--- src/rtl/keypad_entry_if.sv ---
// keypad_entry_if
//   Bundles the keypad matrix lines and the decoded entry outputs of
//   keypad_entry into one interface.
//
//   COL        keypad columns, active-low, pulled up off-chip
//   ROW        keypad row drive, exactly one bit low at a time
//   KEY_VALID  one-cycle pulse per accepted key press
//   KEY_CODE   row*4+col of the last accepted key
//   BCD        entered digits, [15:12] thousands .. [3:0] units
//   DATA       binary value of BCD, 0..9999
//
//   master: the keypad_entry block (drives ROW and the entry outputs)
//   slave : keypad matrix / downstream consumer side
interface keypad_entry_if;
    logic [3:0]  COL;
    logic [3:0]  ROW;
    logic        KEY_VALID;
    logic [3:0]  KEY_CODE;
    logic [15:0] BCD;
    logic [15:0] DATA;

    modport master (
        input  COL,
        output ROW,
        output KEY_VALID,
        output KEY_CODE,
        output BCD,
        output DATA
    );

    modport slave (
        output COL,
        input  ROW,
        input  KEY_VALID,
        input  KEY_CODE,
        input  BCD,
        input  DATA
    );
endinterface

--- src/rtl/keypad_entry.sv ---
// keypad_entry
//   Scans a 4x4 active-low keypad, debounces presses and releases over
//   whole scan frames, and shifts accepted digits into a 4-digit BCD
//   entry register with CLEAR and BACKSPACE editing. DATA is the binary
//   value of the entry and can drive the seven-segment display directly.
//
//   CLK    system clock
//   RST_N  asynchronous active-low reset
//   kp     keypad_entry_if.master: COL in; ROW, KEY_VALID, KEY_CODE,
//          BCD, DATA out
//
//   Parameters
//   SCAN_DIV        CLK cycles each row is driven (>= 2)
//   DEBOUNCE_SCANS  identical frames needed to accept a press/release (>= 1)
//
//   state    | meaning
//   ---------+-------------------------------------------------------
//   IDLE     | no key held; waiting for a frame with a key
//   DEBOUNCE | candidate key seen, counting identical frames
//   PRESS    | single cycle: pulse KEY_VALID, latch code, apply edit
//   RELEASE  | waiting for DEBOUNCE_SCANS keyless frames in a row
module keypad_entry #(
    parameter int SCAN_DIV       = 1000,
    parameter int DEBOUNCE_SCANS = 4
) (
    input  logic           CLK,
    input  logic           RST_N,
    keypad_entry_if.master kp
);

    localparam int DIV_W = (SCAN_DIV > 1) ? $clog2(SCAN_DIV) : 1;
    localparam int CNT_W = $clog2(DEBOUNCE_SCANS + 1);
    localparam logic [DIV_W-1:0] DIV_LAST = DIV_W'(SCAN_DIV - 1);
    localparam logic [CNT_W-1:0] CNT_DONE = CNT_W'(DEBOUNCE_SCANS);

    typedef enum logic [1:0] {
        IDLE     = 2'd0,
        DEBOUNCE = 2'd1,
        PRESS    = 2'd2,
        RELEASE  = 2'd3
    } state_t;

    state_t           state_q, state_d;
    logic [DIV_W-1:0] div_q, div_d;
    logic [1:0]       row_q, row_d;
    logic             hit_q, hit_d;
    logic [3:0]       best_q, best_d;
    logic [3:0]       cand_q, cand_d;
    logic [CNT_W-1:0] cnt_q, cnt_d;
    logic [3:0]       key_code_q, key_code_d;
    logic [15:0]      bcd_q, bcd_d;
    logic [15:0]      data_q, data_d;

    logic             tick;
    logic             frame_close;
    logic             row_hit;
    logic [1:0]       col_idx;
    logic [3:0]       samp_code;
    logic             res_valid;
    logic [3:0]       res_code;
    logic [CNT_W-1:0] cnt_inc;
    logic             is_digit;
    logic [3:0]       digit;
    logic [15:0]      bcd_edit;

    // Scan timing and per-frame result. COL is read directly: the row has
    // been driven for SCAN_DIV-1 cycles before the sample, and a single
    // bad sample cannot survive the frame-level debounce.
    always_comb begin
        tick        = (div_q == DIV_LAST);
        frame_close = tick && (row_q == 2'd3);
        div_d       = tick ? '0 : div_q + DIV_W'(1);
        row_d       = tick ? row_q + 2'd1 : row_q;

        row_hit = (kp.COL != 4'hF);
        col_idx = 2'd0;
        for (int c = 3; c >= 0; c--) begin
            if (!kp.COL[c]) col_idx = 2'(c);
        end
        samp_code = {row_q, col_idx};

        // Rows are visited in ascending order, so the first hit of a frame
        // is already the lowest code; later hits never replace it.
        res_valid = hit_q || row_hit;
        res_code  = hit_q ? best_q : samp_code;

        hit_d  = hit_q;
        best_d = best_q;
        if (frame_close) begin
            hit_d = 1'b0;
        end else if (tick && !hit_q && row_hit) begin
            hit_d  = 1'b1;
            best_d = samp_code;
        end
    end

    // Edit for the candidate key.
    always_comb begin
        is_digit = 1'b0;
        digit    = 4'd0;
        case (cand_q)
            4'd0, 4'd1, 4'd2:  begin is_digit = 1'b1; digit = cand_q + 4'd1; end
            4'd4, 4'd5, 4'd6:  begin is_digit = 1'b1; digit = cand_q;        end
            4'd8, 4'd9, 4'd10: begin is_digit = 1'b1; digit = cand_q - 4'd1; end
            4'd13:             begin is_digit = 1'b1; digit = 4'd0;          end
            default:           ;
        endcase

        bcd_edit = bcd_q;
        if (is_digit) begin
            bcd_edit = {bcd_q[11:0], digit};
        end else if (cand_q == 4'd3) begin
            bcd_edit = 16'h0000;
        end else if (cand_q == 4'd7) begin
            bcd_edit = {4'h0, bcd_q[15:4]};
        end
    end

    always_comb begin
        state_d    = state_q;
        cand_d     = cand_q;
        cnt_d      = cnt_q;
        key_code_d = key_code_q;
        bcd_d      = bcd_q;
        cnt_inc    = cnt_q + CNT_W'(1);

        unique case (state_q)
            IDLE: begin
                if (frame_close && res_valid) begin
                    cand_d  = res_code;
                    cnt_d   = CNT_W'(1);
                    state_d = (CNT_DONE == CNT_W'(1)) ? PRESS : DEBOUNCE;
                end
            end
            DEBOUNCE: begin
                if (frame_close) begin
                    if (!res_valid) begin
                        cnt_d   = '0;
                        state_d = IDLE;
                    end else if (res_code == cand_q) begin
                        cnt_d = cnt_inc;
                        if (cnt_inc == CNT_DONE) state_d = PRESS;
                    end else begin
                        cand_d = res_code;
                        cnt_d  = CNT_W'(1);
                    end
                end
            end
            // Not frame-gated: a frame close cannot land here because the
            // preceding close is at least a full frame away.
            PRESS: begin
                key_code_d = cand_q;
                bcd_d      = bcd_edit;
                cnt_d      = '0;
                state_d    = RELEASE;
            end
            RELEASE: begin
                if (frame_close) begin
                    if (res_valid) begin
                        cnt_d = '0;
                    end else if (cnt_inc == CNT_DONE) begin
                        cnt_d   = '0;
                        state_d = IDLE;
                    end else begin
                        cnt_d = cnt_inc;
                    end
                end
            end
            default: state_d = IDLE;
        endcase

        data_d = {4'h0, bcd_q[15:12]} * 16'd1000
               + {4'h0, bcd_q[11:8]}  * 16'd100
               + {4'h0, bcd_q[7:4]}   * 16'd10
               + {12'h000, bcd_q[3:0]};
    end

    always_ff @(posedge CLK or negedge RST_N) begin
        if (!RST_N) begin
            state_q    <= IDLE;
            div_q      <= '0;
            row_q      <= 2'd0;
            hit_q      <= 1'b0;
            best_q     <= 4'd0;
            cand_q     <= 4'd0;
            cnt_q      <= '0;
            key_code_q <= 4'd0;
            bcd_q      <= 16'h0000;
            data_q     <= 16'd0;
        end else begin
            state_q    <= state_d;
            div_q      <= div_d;
            row_q      <= row_d;
            hit_q      <= hit_d;
            best_q     <= best_d;
            cand_q     <= cand_d;
            cnt_q      <= cnt_d;
            key_code_q <= key_code_d;
            bcd_q      <= bcd_d;
            data_q     <= data_d;
        end
    end

    assign kp.ROW       = ~(4'b0001 << row_q);
    assign kp.KEY_VALID = (state_q == PRESS);
    assign kp.KEY_CODE  = key_code_q;
    assign kp.BCD       = bcd_q;
    assign kp.DATA      = data_q;

endmodule

--- src/flat_wrapper.sv ---
// flat-port wrapper written by rule: the top's interface ports become plain ports
module keypad_entry_flat 
#(
    parameter int SCAN_DIV       = 1000,
    parameter int DEBOUNCE_SCANS = 4
)
  (CLK, RST_N, kp_COL, kp_ROW, kp_KEY_VALID, kp_KEY_CODE, kp_BCD, kp_DATA);
  keypad_entry_if kp_i ();
  input  logic CLK;
  input  logic RST_N;
  input wire logic [$bits(kp_i.COL)-1:0] kp_COL;
  output wire logic [$bits(kp_i.ROW)-1:0] kp_ROW;
  output wire logic [$bits(kp_i.KEY_VALID)-1:0] kp_KEY_VALID;
  output wire logic [$bits(kp_i.KEY_CODE)-1:0] kp_KEY_CODE;
  output wire logic [$bits(kp_i.BCD)-1:0] kp_BCD;
  output wire logic [$bits(kp_i.DATA)-1:0] kp_DATA;
  assign kp_i.COL = kp_COL;
  assign kp_ROW = kp_i.ROW;
  assign kp_KEY_VALID = kp_i.KEY_VALID;
  assign kp_KEY_CODE = kp_i.KEY_CODE;
  assign kp_BCD = kp_i.BCD;
  assign kp_DATA = kp_i.DATA;
  keypad_entry #(.SCAN_DIV(SCAN_DIV), .DEBOUNCE_SCANS(DEBOUNCE_SCANS)) u_core (.CLK(CLK), .RST_N(RST_N), .kp(kp_i));
endmodule
--- config.mk ---
export PLATFORM = sky130hd
export DESIGN_NAME = keypad_entry_flat
export DESIGN_NICKNAME = d
export VERILOG_FILES = /design/src/rtl/keypad_entry_if.sv /design/src/rtl/keypad_entry.sv /design/src/flat_wrapper.sv
export SDC_FILE = /design/constraint.sdc
export NUM_CORES = 1
export LEC_CHECK = 0
export ABC_AREA = 1
export BUFFER_PORTS_ARGS = -buffer_cell sky130_fd_sc_hd__buf_2
export CAP_MARGIN = 20
export CORE_MARGIN = 4
export CORE_UTILIZATION = 30
export DETAILED_ROUTE_END_ITERATION = 16
export HOLD_SLACK_MARGIN = 0.1
export PLACE_DENSITY_LB_ADDON = 0.15
export SYNTH_ARGS = -nofsm -noshare
export SYNTH_HDL_FRONTEND = slang
export SYNTH_SLANG_ARGS = --single-unit
--- constraint.sdc ---
create_clock -name CLK -period 7.4 [get_ports CLK]
set_clock_uncertainty 0.15 [all_clocks]
set_input_delay 0 -clock CLK [delete_from_list [all_inputs] [get_ports CLK]]
set_output_delay 0 -clock CLK [all_outputs]
set_load 0.005 [all_outputs]
== Word-level counts from Yosys, hierarchy flattened ==
Index checks and enable logic that the tools add are counted.

* Register bits: 62
* Bits in latches: 0
* RAM bits: 0
* ROM bits: 0
* Logic and storage cells: 107
* Memories kept: 0

* Add/subtract/negate cells: 8
* Multiply operators: 3
* Divide/modulo/power cells: 0
* $lt $le $gt $ge: 0
* Eq/ne operators: 28
* Shift-type cells: 1
* Muxes and demuxes: 35
* Bitwise gates (word level): 2
* Reduce and logical (&&, ||, !) cells: 20

{| class="wikitable"
|+ Operators by type and width
! cell !! number
|-
| $mux 16 || 3
|-
| $mux 2 || 12
|-
| $mux 3 || 7
|-
| $mux 4 || 5
|-
| $add 16x4->16 || 1
|-
| $add 16x8->16 || 1
|-
| $eq 4x3->1 const B || 4
|-
| $eq 4x4->1 const B || 4
|-
| $add 14x11->15 || 1
|-
| $pmux 3 s4 || 1
|-
| $pmux 4 s3 || 1
|-
| $mul 4x7->11 const B || 1
|-
| $add 10x1->10 const B || 1
|-
| $eq 10x10->1 const B || 1
|-
| $mux 10 || 1
|-
| $ne 2x1->1 const B || 5
|-
| $reduce_or 10->1 || 1
|-
| $mul 4x5->9 const B || 1
|-
| $reduce_or 3->1 || 3
|-
| $eq 4x2->1 const B || 2
|-
| $pmux 2 s4 || 1
|-
| $pmux 4 s2 || 1
|-
| $mul 4x3->7 const B || 1
|-
| $reduce_and 7->1 || 1
|-
| other kinds (26) || 37
|}

== Depth between registers and ports, before layout ==
Gate-level depths: netlist of the first run.

* Depth in word-level cells: 10
* Depth in mapped cells: 22

== Least setup slack after synthesis of the first run ==
OpenSTA, ideal clock, no wires.

* Path kind: flip-flop to flip-flop
* Start point: register u_core.bcd_q[13], in the netlist u_core.kp.BCD[13]
* End point: register u_core.data_q[13], in the netlist u_core.kp.DATA[13]
* Data arrival time: 3755 ps
* Setup slack: 3378 ps
* Stages on the path, launching flop included: 19
* Cell sequence: dfrtp_1 -> ha_1 -> fa_1 -> inv_1 -> fa_1 -> inv_1 -> ha_1 -> xor2_1 -> ha_1 -> ha_1 -> nand2_1 -> inv_1 -> nand4_1 -> nand2_1 -> nand3_1 -> nor2_1 -> nand3_1 -> nand2_1 -> nand2_1

* Longest elaborated chain between the ends: 4

{| class="wikitable"
|+ Ends and longest elaborated chain
! what !! line !! text
|-
| start, declared || keypad_entry.sv:51 || <nowiki>logic [15:0] bcd_q, bcd_d;</nowiki>
|-
| start signal, assigned || keypad_entry.sv:188 || <nowiki>bcd_q <= 16'h0000;</nowiki>
|-
| start signal, assigned || keypad_entry.sv:199 || <nowiki>bcd_q <= bcd_d;</nowiki>
|-
| $mul 4x7->11 || keypad_entry.sv:172 || <nowiki>data_d = {4'h0, bcd_q[15:12]} * 16'd1000</nowiki>
|-
| $add 14x11->15 || keypad_entry.sv:173 || <nowiki>+ {4'h0, bcd_q[11:8]} * 16'd100</nowiki>
|-
| $add 16x8->16 || keypad_entry.sv:174 || <nowiki>+ {4'h0, bcd_q[7:4]} * 16'd10</nowiki>
|-
| $add 16x4->16 || keypad_entry.sv:175 || <nowiki>+ {12'h000, bcd_q[3:0]};</nowiki>
|-
| named net u_core.data_d[13] || keypad_entry.sv:52 || <nowiki>logic [15:0] data_q, data_d;</nowiki>
|-
| end signal, assigned || keypad_entry.sv:200 || <nowiki>data_q <= data_d;</nowiki>
|-
| end, declared || keypad_entry.sv:52 ||
|}

The timed path passes the listed nets, and every way through them passes these cells.
A chain may end at the register's enable or synchronous reset.

== Worst setup path in the final report of the first run ==
Ends and elaborated chain as after synthesis.

==> flow_summary.json, run 1 <==
{
  "route.detailed.drc": 0,
  "rsz0062_at_grt": "false",
  "syn-instance-count": 606,
  "synth_compound_area_frac": 0.0920,
  "ys_ff_latch": 62,
  "start_util": 0.305,
  "yosysWarnings": 0,
  "clk_pin_slew_worst_paths_ns": 0.05,
  "cts_made_buffers": 9,
  "synthAdderAreaFrac": 0.209,
  "fmax_mhz": 234,
  "clockBufferDepth": 2,
  "cp_num_buf_inv": 3,
  "grt_pass1_vias": 3988,
  "cp_slowest_cell": "fa_1",
  "synth_top_family_by_area": "simple AND/OR/NAND/NOR gates",
  "area_delta_synth_final_pct": 18.5,
  "grt_overflow": 0,
  "muxShareOfSynthArea": 0.00233,
  "status": "completed",
  "wire_per_inst_um": 12.4,
  "whs_ns": 0.232,
  "grt_max_degree": 63,
  "h-tree-depth": 3,
  "dieArea_um2": 18200,
  "max_cap_viol_count": 0,
  "hold_path_class": "primary input to async pin",
  "finalSetupViolCount": 0,
  "pwr_density_cell_nw_per_um2": 147,
  "critPathRequiredTime_ns": 7.47,
  "grt_pass1_wl_mm": 18.9,
  "crit_chain": "ha_1, fa_1, inv_1, fa_1, inv_1, ha_1, xor2_1, ha_1, ha_1, nand2_1, inv_1, nand4_1, nand2_1, nand3_1, nor2_1, nand3_1, nand2_1, nand2_1",
  "cp-start-kind": "flip-flop",
  "endpoint_kind": "flip-flop",
  "max_slew_margin": 0.443,
  "layout-drive-gt1-share": 0.135,
  "gp_congestion": 0.841,
  "drtPass1Iterations": 4,
  "min_period_ns": 4.27,
  "reg2regPathDepth": 18,
  "ys_top_cells_by_area": "dfrtp_1 32%, ha_1 16%, nand2_1 12%, inv_1 7.5%, fa_1 5.4%",
  "yosysTopAreaCell": "dfrtp_1",
  "die_h_um": 135,
  "synth_xor_area_frac": 0.0472,
  "synth-edff-count": 0,
  "setup_tns_ns": 0,
  "via_per_inst": 4.58,
  "cts_tree": "done",
  "cpPeakStageDelay_ns": 0.53,
  "nNetsFinal": 747,
  "synthTopCellsByCount": "150 x nand2_1, 96 x inv_1, 62 x dfrtp_1",
  "crit_arrival_ns": 4.35,
  "hpwlAfterDp_mm": 8.62,
  "avgSynthCellArea_um2": 7.96,
  "cp_max_fo": 8,
  "worstSetupPathType": "flip-flop to flip-flop",
  "path_depth": 18,
  "power_uw": 838,
  "core_um2": 15800,
  "r2r_start": "u_core.kp.BCD[13]",
  "io_buffers": 46,
  "ys.flop_type": "dfrtp_1",
  "ios": 47,
  "yosysMostFrequentCell": "nand2_1",
  "syn-cell-area_um2": 4830,
  "endpoint": "u_core.kp.DATA[13]",
  "yosysSeqAreaShare": 0.321,
  "synthesis.nets": 685,
  "finalCritPeriodShare": 0.578,
  "r2r_slack_ns": 3.13,
  "std_cell_rows": 46,
  "async_reset_ff_frac": 1.00,
  "finalWirelength_mm": 11.1,
  "vias": 4075,
  "maxSlewViolCount": 0,
  "startpoint": "u_core.kp.BCD[13]",
  "ir_drop_uv": 97.8,
  "hold_buffers": 9,
  "ys_types": 42,
  "cp_top_family": "adder cells",
  "drtIter0Drc": 170,
  "p_leak_uw": 0.00323,
  "regToRegEndpoint": "u_core.kp.DATA[13]",
  "cts.sinks": 62,
  "clkLatencyLatePin_ns": 0.33,
  "drtAntennaViolNets": 0,
  "hold_violations": 0,
  "diodes": 0,
  "worst_slew_pin_slew_ns": 0.835,
  "synth_top_area_share": 0.321,
  "antenna_found_initial": 0,
  "cts_root_buf": "clkbuf_16",
  "post-cts-setup-buffers": 0,
  "dieWidth_um": 135,
  "grt_use_total": 0.129,
  "cts_resized": 0,
  "synth-simple-area-share": 0.237
}
[placed cells by master, fill, tap and decap left out, drive strengths merged, types with 2 or more instances in the layout]
cell / netlist / final
fa: 13 / 13
nand2: 158 / 158
ha: 60 / 60
o22ai: 12 / 12
inv: 100 / 100
buf: 5 / 47
nand3: 47 / 47
clkinv: 2 / 3
dfrtp: 62 / 62
o21ai: 34 / 34
a21oi: 19 / 19
nor3: 2 / 2
bufinv: 0 / 3
and3: 2 / 2
clkinvlp: 0 / 2
xnor2: 7 / 7
a31oi: 6 / 6
clkbuf: 0 / 10
dlygate4sd3: 0 / 9
nand4: 10 / 10
xor2: 19 / 19
nor2: 39 / 39
[logic make-up (layout without fill, tap and decap cells)]
| logic type | Yosys count | count (layout) |
|---|---|---|
| xor+xnor | 26 | 26 |
| flops | 62 | 62 |
| fa+ha+maj | 73 | 73 |
| compound gates | 75 | 75 |
| buf+inv | 107 | 174 |
| other cells | 1 | 1 |
| simple gates | 261 | 261 |
| mux | 1 | 1 |
[tightest hold or removal path: cells and delay by family]
family,cells,cell delay [ns]
buffers and inverters,3,1.24
[sequential cells by signal (all words and copies together) (netlist names), named ones only]
register and cells:
u_core.kp.KEY_CODE 4, u_core.kp.DATA 16, u_core.kp.BCD 16, u_core.cand_q 4, u_core.best_q 4, u_core.state_q 1
u_core.cnt_q 3, u_core.hit_q 1, u_core.row_q 2, u_core.div_q 10
[cell type report]
class / count / area [µm²]
Fill cell: 1644 / 10100
Multi-Input combinational cell: 437 / 2840
Sequential cell: 62 / 1550
Inverter: 102 / 388
Timing Repair Buffer: 56 / 328
Tap cell: 216 / 270
Clock buffer: 10 / 229
Clock inverter: 6 / 110
[metrics by stage]
step	util	setup slack (ns)	area, µm²	cells
6_report	0.361	3.13	5720	889
5_1_grt	0.361	2.89	5720	889
4_1_cts	0.361	3.09	5720	889
3_5_place_dp	0.334	3.11	5290	864
3_3_place_gp	0.334	3.19	5290	864
2_1_floorplan	-	3.38	4830	606
[per-layer routing]
layer / wire, µm / GRT usage
met1: 5040 / 0.157
met2: 5370 / 0.222
met3: 431 / 0.0313
met4: 216 / 0.0447
met5: 0 / 0
[where the power goes]
part / switching [µW] / internal [µW] / leakage [µW]
logic: 9.02 / 4.33 / 0.00224
registers: 0.0420 / 340 / 0.000834
clock network: 156 / 328 / 0.000159
[worst min path at each step]
stage | from | to | cells past startpoint
final | RST_N | u_core.kp.DATA[3] | 3
after global routing | u_core.kp.BCD[0] | u_core.kp.DATA[0] | 0
after CTS | RST_N | u_core.kp.DATA[7] | 3
after detailed placement | RST_N | u_core.kp.DATA[3] | 2
after global placement | RST_N | u_core.kp.DATA[3] | 2
after floorplan | RST_N | async pin | 0
Note: power is estimated with default switching activity, not from simulation.
==> run 2, diff against run 1 <==
==> constraint.sdc (replaced) <==
create_clock -name CLK -period 3.8 [get_ports CLK]
set_clock_uncertainty 0.15 [all_clocks]
set_input_delay 0 -clock CLK [delete_from_list [all_inputs] [get_ports CLK]]
set_output_delay 0 -clock CLK [all_outputs]
set_load 0.005 [all_outputs]
==> flow_summary.json, run 2 (synthesis results as in run 1) <==
{
  "status": "complete, but fails checks",
  "violations": "negative setup slack",
  "worst_slew_pin_slew_ns": 0.952,
  "via_per_inst": 4.48,
  "std_cell_rows": 46,
  "cp-start-kind": "flip-flop",
  "fin_cells": 922,
  "finalSetupViolCount": 4,
  "drtPass1Iterations": 4,
  "route.detailed.drc": 0,
  "vias": 4132,
  "cpPeakStageDelay_ns": 0.55,
  "maxSlewViolCount": 0,
  "grt_pass1_vias": 4150,
  "nNetsFinal": 781,
  "p_leak_uw": 0.00339,
  "io_buffers": 46,
  "design_area_um2": 6140,
  "pwr_density_cell_nw_per_um2": 254,
  "cp_slowest_cell": "fa_1",
  "placed_area_um2": 5530,
  "wire_per_inst_um": 12.3,
  "grt_max_degree": 42,
  "clockBufferDepth": 2,
  "endpoint_kind": "flip-flop",
  "fmax_mhz": 262,
  "clk_pin_slew_worst_paths_ns": 0.05,
  "hold_path_class": "primary input to async pin",
  "max_cap_viol_count": 0,
  "cts.sinks": 62,
  "netSwitchingFraction": 0.207,
  "drtIter0Drc": 169,
  "ir_drop_uv": 221,
  "grt_use_total": 0.133,
  "final_cell_mix": "137 x nand2_1, 91 x inv_1, 59 x dfrtp_1",
  "layout_commonest_cell": "nand2_1",
  "finalCritPeriodShare": 1.00,
  "grt_overflow": 0,
  "ios": 47,
  "core_um2": 15800,
  "drtAntennaViolNets": 0,
  "rsz0062_at_grt": "true",
  "worstSetupPathType": "flip-flop to flip-flop",
  "diodes": 0,
  "p_sw_uw": 323,
  "area_delta_synth_final_pct": 27.3,
  "cts_tree": "done",
  "die_h_um": 135,
  "clkLatencyLatePin_ns": 0.34,
  "p_seq_frac": 0.423,
  "layout-drive-gt1-share": 0.238,
  "combPwrFrac": 0.017,
  "gp_congestion": 0.810,
  "hpwlAfterDp_mm": 8.97,
  "max_slew_margin": 0.365,
  "antenna_found_initial": 0,
  "finalWirelength_mm": 11.3,
  "dieWidth_um": 135,
  "h-tree-depth": 3,
  "start_util": 0.305,
  "dp.cells": 889,
  "crit_chain": "ha_4, fa_1, inv_2, fa_1, inv_2, ha_4, xor2_1, ha_1, ha_4, buf_4, a21oi_2, nand3_2, buf_4, buf_4, xor2_1",
  "postLayoutCoreUtil": 0.388,
  "min_period_ns": 3.81,
  "power.internal_uw": 1240,
  "cp_max_fo": 5,
  "crit_arrival_ns": 3.89,
  "power_frac_clock": 0.560,
  "dieArea_um2": 18200,
  "cts_root_buf": "clkbuf_16",
  "grt_pass1_wl_mm": 19.4,
  "cts_made_buffers": 9,
  "whs_ns": 0.211,
  "critPathRequiredTime_ns": 3.88,
  "hold_violations": 0,
  "fin_ws_ns": -0.0148
}
run 2: layer usage:
layer	wire, µm	vias up	global-route usage
li1	-	2146	-
met1	4940	1909	0.158
met2	5690	59	0.233
met3	413	18	0.0272
met4	255	0	0.0583
met5	0	-	0
run 2: worst max-delay path, delay by kind of cell (launching register included):
kind | cells | cell delay [ns]
compound gates | 1 | 0.13
xor+xnor | 2 | 0.29
fa+ha+maj | 6 | 2.10
buf+inv | 5 | 0.48
flops | 1 | 0.46
simple gates | 1 | 0.10
run 2: area by class of cell:
cell class              count  area [µm²]
repair buffers             90         583
clock buffers              11         233
multi-input cells         437        3040
flip-flops and latches     62        1560
well taps                 216         270
clock inverters             4        72.6
fillers                  1638        9680
inverters                 102         388
run 2: worst paths after layout:
| check | start | end | slack, ns | cells after the start |
|---|---|---|---|---|
| setup / recovery | u_core.kp.BCD[13] | u_core.kp.DATA[8] | -0.01 | 15 |
| hold / removal | RST_N | u_core.kp.DATA[6] | 0.21 | 2 |
| setup reg to reg | u_core.kp.BCD[13] | u_core.kp.DATA[8] | -0.01 | 15 |
| hold reg to reg | u_core.kp.BCD[0] | u_core.kp.DATA[0] | 0.25 | 0 |
| max in group asynchronous | RST_N | u_core.div_q[9] | 2.44 | 3 |
| min in group CLK | u_core.kp.BCD[0] | u_core.kp.DATA[0] | 0.25 | 0 |
run 2: timing repair:
item	in CTS	in global routing
setup buffers	4	5
endpoints found under the hold margin	48	0
resized for setup	20	22
hold buffers	9	0
pin swaps	25	27
setup endpoints to repair	4	7
run 2: through the flow:
step	setup slack, ns	power (µW)	TNS [ns]
final	-0.0148	1560	-0.0306
after global routing	-0.217	1620	-1.17
after CTS	-0.0358	1590	-0.0687
after detailed placement	-0.139	695	-0.335
after global placement	-0.0584	694	-0.134
after floorplan	0.00125	675	0
run 2: power by group through the flow:
stage                     combinational [µW]  clock (µW)  sequential, µW
after global placement                  21.5           0             673
after global routing                    30.7         933             661
final                                   25.9         875             661
after floorplan                         2.03           0             673
after detailed placement                22.1           0             673
after CTS                               27.3         905             661
==> run 3, diff against run 2 <==
--- a/config.mk
+++ b/config.mk
@@ -10,6 +10,7 @@
 export CAP_MARGIN = 20
 export CORE_MARGIN = 4
 export CORE_UTILIZATION = 30
+export CTS_BUF_LIST = sky130_fd_sc_hd__clkbuf_4
 export DETAILED_ROUTE_END_ITERATION = 16
 export HOLD_SLACK_MARGIN = 0.1
 export PLACE_DENSITY_LB_ADDON = 0.15
==> flow_summary.json, run 3 (synthesis results as in run 1) <==
{
  "hpwlAfterDp_mm": 8.97,
  "dieArea_um2": 18200,
  "min_period_ns": 3.82,
  "start_util": 0.305,
  "finalCritPeriodShare": 1.01,
  "cpPeakStageDelay_ns": 0.55,
  "highest_layer": "met4",
  "violations": "negative setup slack",
  "hold_violations": 0,
  "grt_max_degree": 42,
  "route.detailed.drc": 0,
  "drtIter0Drc": 160,
  "critPathRequiredTime_ns": 4.03,
  "crit_chain": "ha_4, fa_1, inv_2, fa_1, inv_2, ha_4, xor2_2, ha_4, ha_4, nand2_2, inv_2, nand4_1, nand3_2, nand2_2, nand2_2, nand3_2, nor2_2, nand3_1, nand2_1",
  "cts.sinks": 62,
  "cts_tree": "done",
  "io_buffers": 46,
  "cts_made_buffers": 9,
  "grt_pass1_wl_mm": 19.4,
  "combPwrFrac": 0.021,
  "p_leak_uw": 0.00337,
  "dieWidth_um": 135,
  "area_delta_synth_final_pct": 26.0,
  "ios": 47,
  "fin_ws_ns": -0.0192,
  "power.internal_uw": 945,
  "clockBufferDepth": 2,
  "std_cell_rows": 46,
  "cp_num_buf_inv": 3,
  "p_sw_uw": 277,
  "via_per_inst": 4.48,
  "gp_congestion": 0.810,
  "drtAntennaViolNets": 0,
  "endpoint_kind": "flip-flop",
  "pwr_density_cell_nw_per_um2": 201,
  "max_slew_margin": 0.373,
  "nNetsFinal": 783,
  "whs_ns": 0.0970,
  "grt_overflow": 0,
  "maxSlewViolCount": 0,
  "netSwitchingFraction": 0.227,
  "vias": 4137,
  "grt_use_total": 0.133,
  "met1_length_mm": 4.99,
  "fin_cells": 924,
  "hold_path_class": "primary input to async pin",
  "ir_drop_uv": 127,
  "wl_met2_mm": 5.71,
  "crit_arrival_ns": 4.05,
  "worst_slew_pin_slew_ns": 0.940,
  "worstSetupPathType": "flip-flop to flip-flop",
  "cp_max_fo": 5,
  "antenna_found_initial": 0,
  "cp-start-kind": "flip-flop",
  "finalWirelength_mm": 11.4,
  "drtPass1Iterations": 4,
  "finalSetupViolCount": 3,
  "fmax_mhz": 262,
  "rsz0062_at_grt": "true",
  "cp_slowest_cell": "fa_1",
  "status": "complete, but fails checks",
  "grt_pass1_vias": 4159,
  "cp_top_family": "adder cells",
  "worst_path_most_repeated_cell": "ha_4",
  "layout-drive-gt1-share": 0.256,
  "core_um2": 15800,
  "clk_pin_slew_worst_paths_ns": 0.11,
  "clkLatencyLatePin_ns": 0.43,
  "cts_root_buf": "clkbuf_4",
  "wire_per_inst_um": 12.3,
  "power_frac_clock": 0.439,
  "dp.cells": 889,
  "final_cell_mix": "132 x nand2_1, 90 x inv_1, 59 x dfrtp_1",
  "h-tree-depth": 3,
  "max_cap_viol_count": 0,
  "p_seq_frac": 0.540,
  "layout_commonest_cell": "nand2_1",
  "diodes": 0,
  "met3_length_um": 482,
  "die_h_um": 135
}
-- run 3: cell count changes in the layout (fill, tap and decap cells not counted), sizes merged --
cell         before  now
buf              81   82
dlygate4sd3       9   10
-- run 3: worst paths after layout --
| check | start | endpoint | slack [ns] | cells after the start |
|---|---|---|---|---|
| worst max-delay path | u_core.kp.BCD[13] | u_core.kp.DATA[14] | -0.02 | 19 |
| worst min-delay path | RST_N | u_core.kp.DATA[6] | 0.1 | 2 |
| worst max register to register | u_core.kp.BCD[13] | u_core.kp.DATA[14] | -0.02 | 19 |
| worst min register to register | u_core.kp.BCD[0] | u_core.kp.DATA[0] | 0.26 | 0 |
| max in group asynchronous | RST_N | u_core.best_q[1] | 2.55 | 3 |
| min in group CLK | u_core.kp.BCD[0] | u_core.kp.DATA[0] | 0.26 | 0 |
-- run 3: worst register-to-register path: cells and delay by family, from the launching register on --
family | cells | cell delay, ns
buffers and inverters | 3 | 0.13
flip-flops | 1 | 0.48
adder cells (fa/ha/maj) | 6 | 2.09
AND/OR/NAND/NOR | 9 | 0.73
XOR/XNOR | 1 | 0.18
-- run 3: stage by stage --
step           setup TNS [ns]  total power (µW)  setup slack, ns  utilization  area, µm²
3_3_place_gp           -0.134               694          -0.0584        0.349       5530
5_1_grt                 -1.08              1290           -0.204        0.384       6080
2_1_floorplan               0               675          0.00125            -       4880
6_report              -0.0394              1220          -0.0192        0.384       6080
4_1_cts               -0.0906              1260          -0.0419        0.373       5910
3_5_place_dp           -0.335               695           -0.139        0.349       5530
-- run 3: timing repair --
item,4_1_cts,5_1_grt
setup buffers,5,5
resized for setup,21,36
endpoints found under the hold margin,48,0
pin swaps,26,33
hold buffers,10,0
setup endpoints to repair,4,7
-- run 3: area by class of cell --
type / instances / area (µm²)
well taps: 216 / 270
clock buffers: 11 / 82.6
flip-flops and latches: 62 / 1560
repair buffers: 92 / 612
clock inverters: 4 / 72.6
inverters: 102 / 388
fillers: 1652 / 9750
multi-input cells: 437 / 3100
-- run 3: power by group through the flow --
stage	clock (µW)	sequential [µW]	combinational [µW]
after floorplan	0	673	2.03
after global placement	0	673	21.5
after detailed placement	0	673	22.1
after CTS	570	660	27.4
after global routing	597	660	30.7
final	537	660	25.7
-- run 3: per-layer routing --
layer / GRT usage / vias up
met5: 0 / -
li1: - / 2153
met3: 0.0395 / 13
met4: 0.0362 / 0
met1: 0.158 / 1914
met2: 0.234 / 57
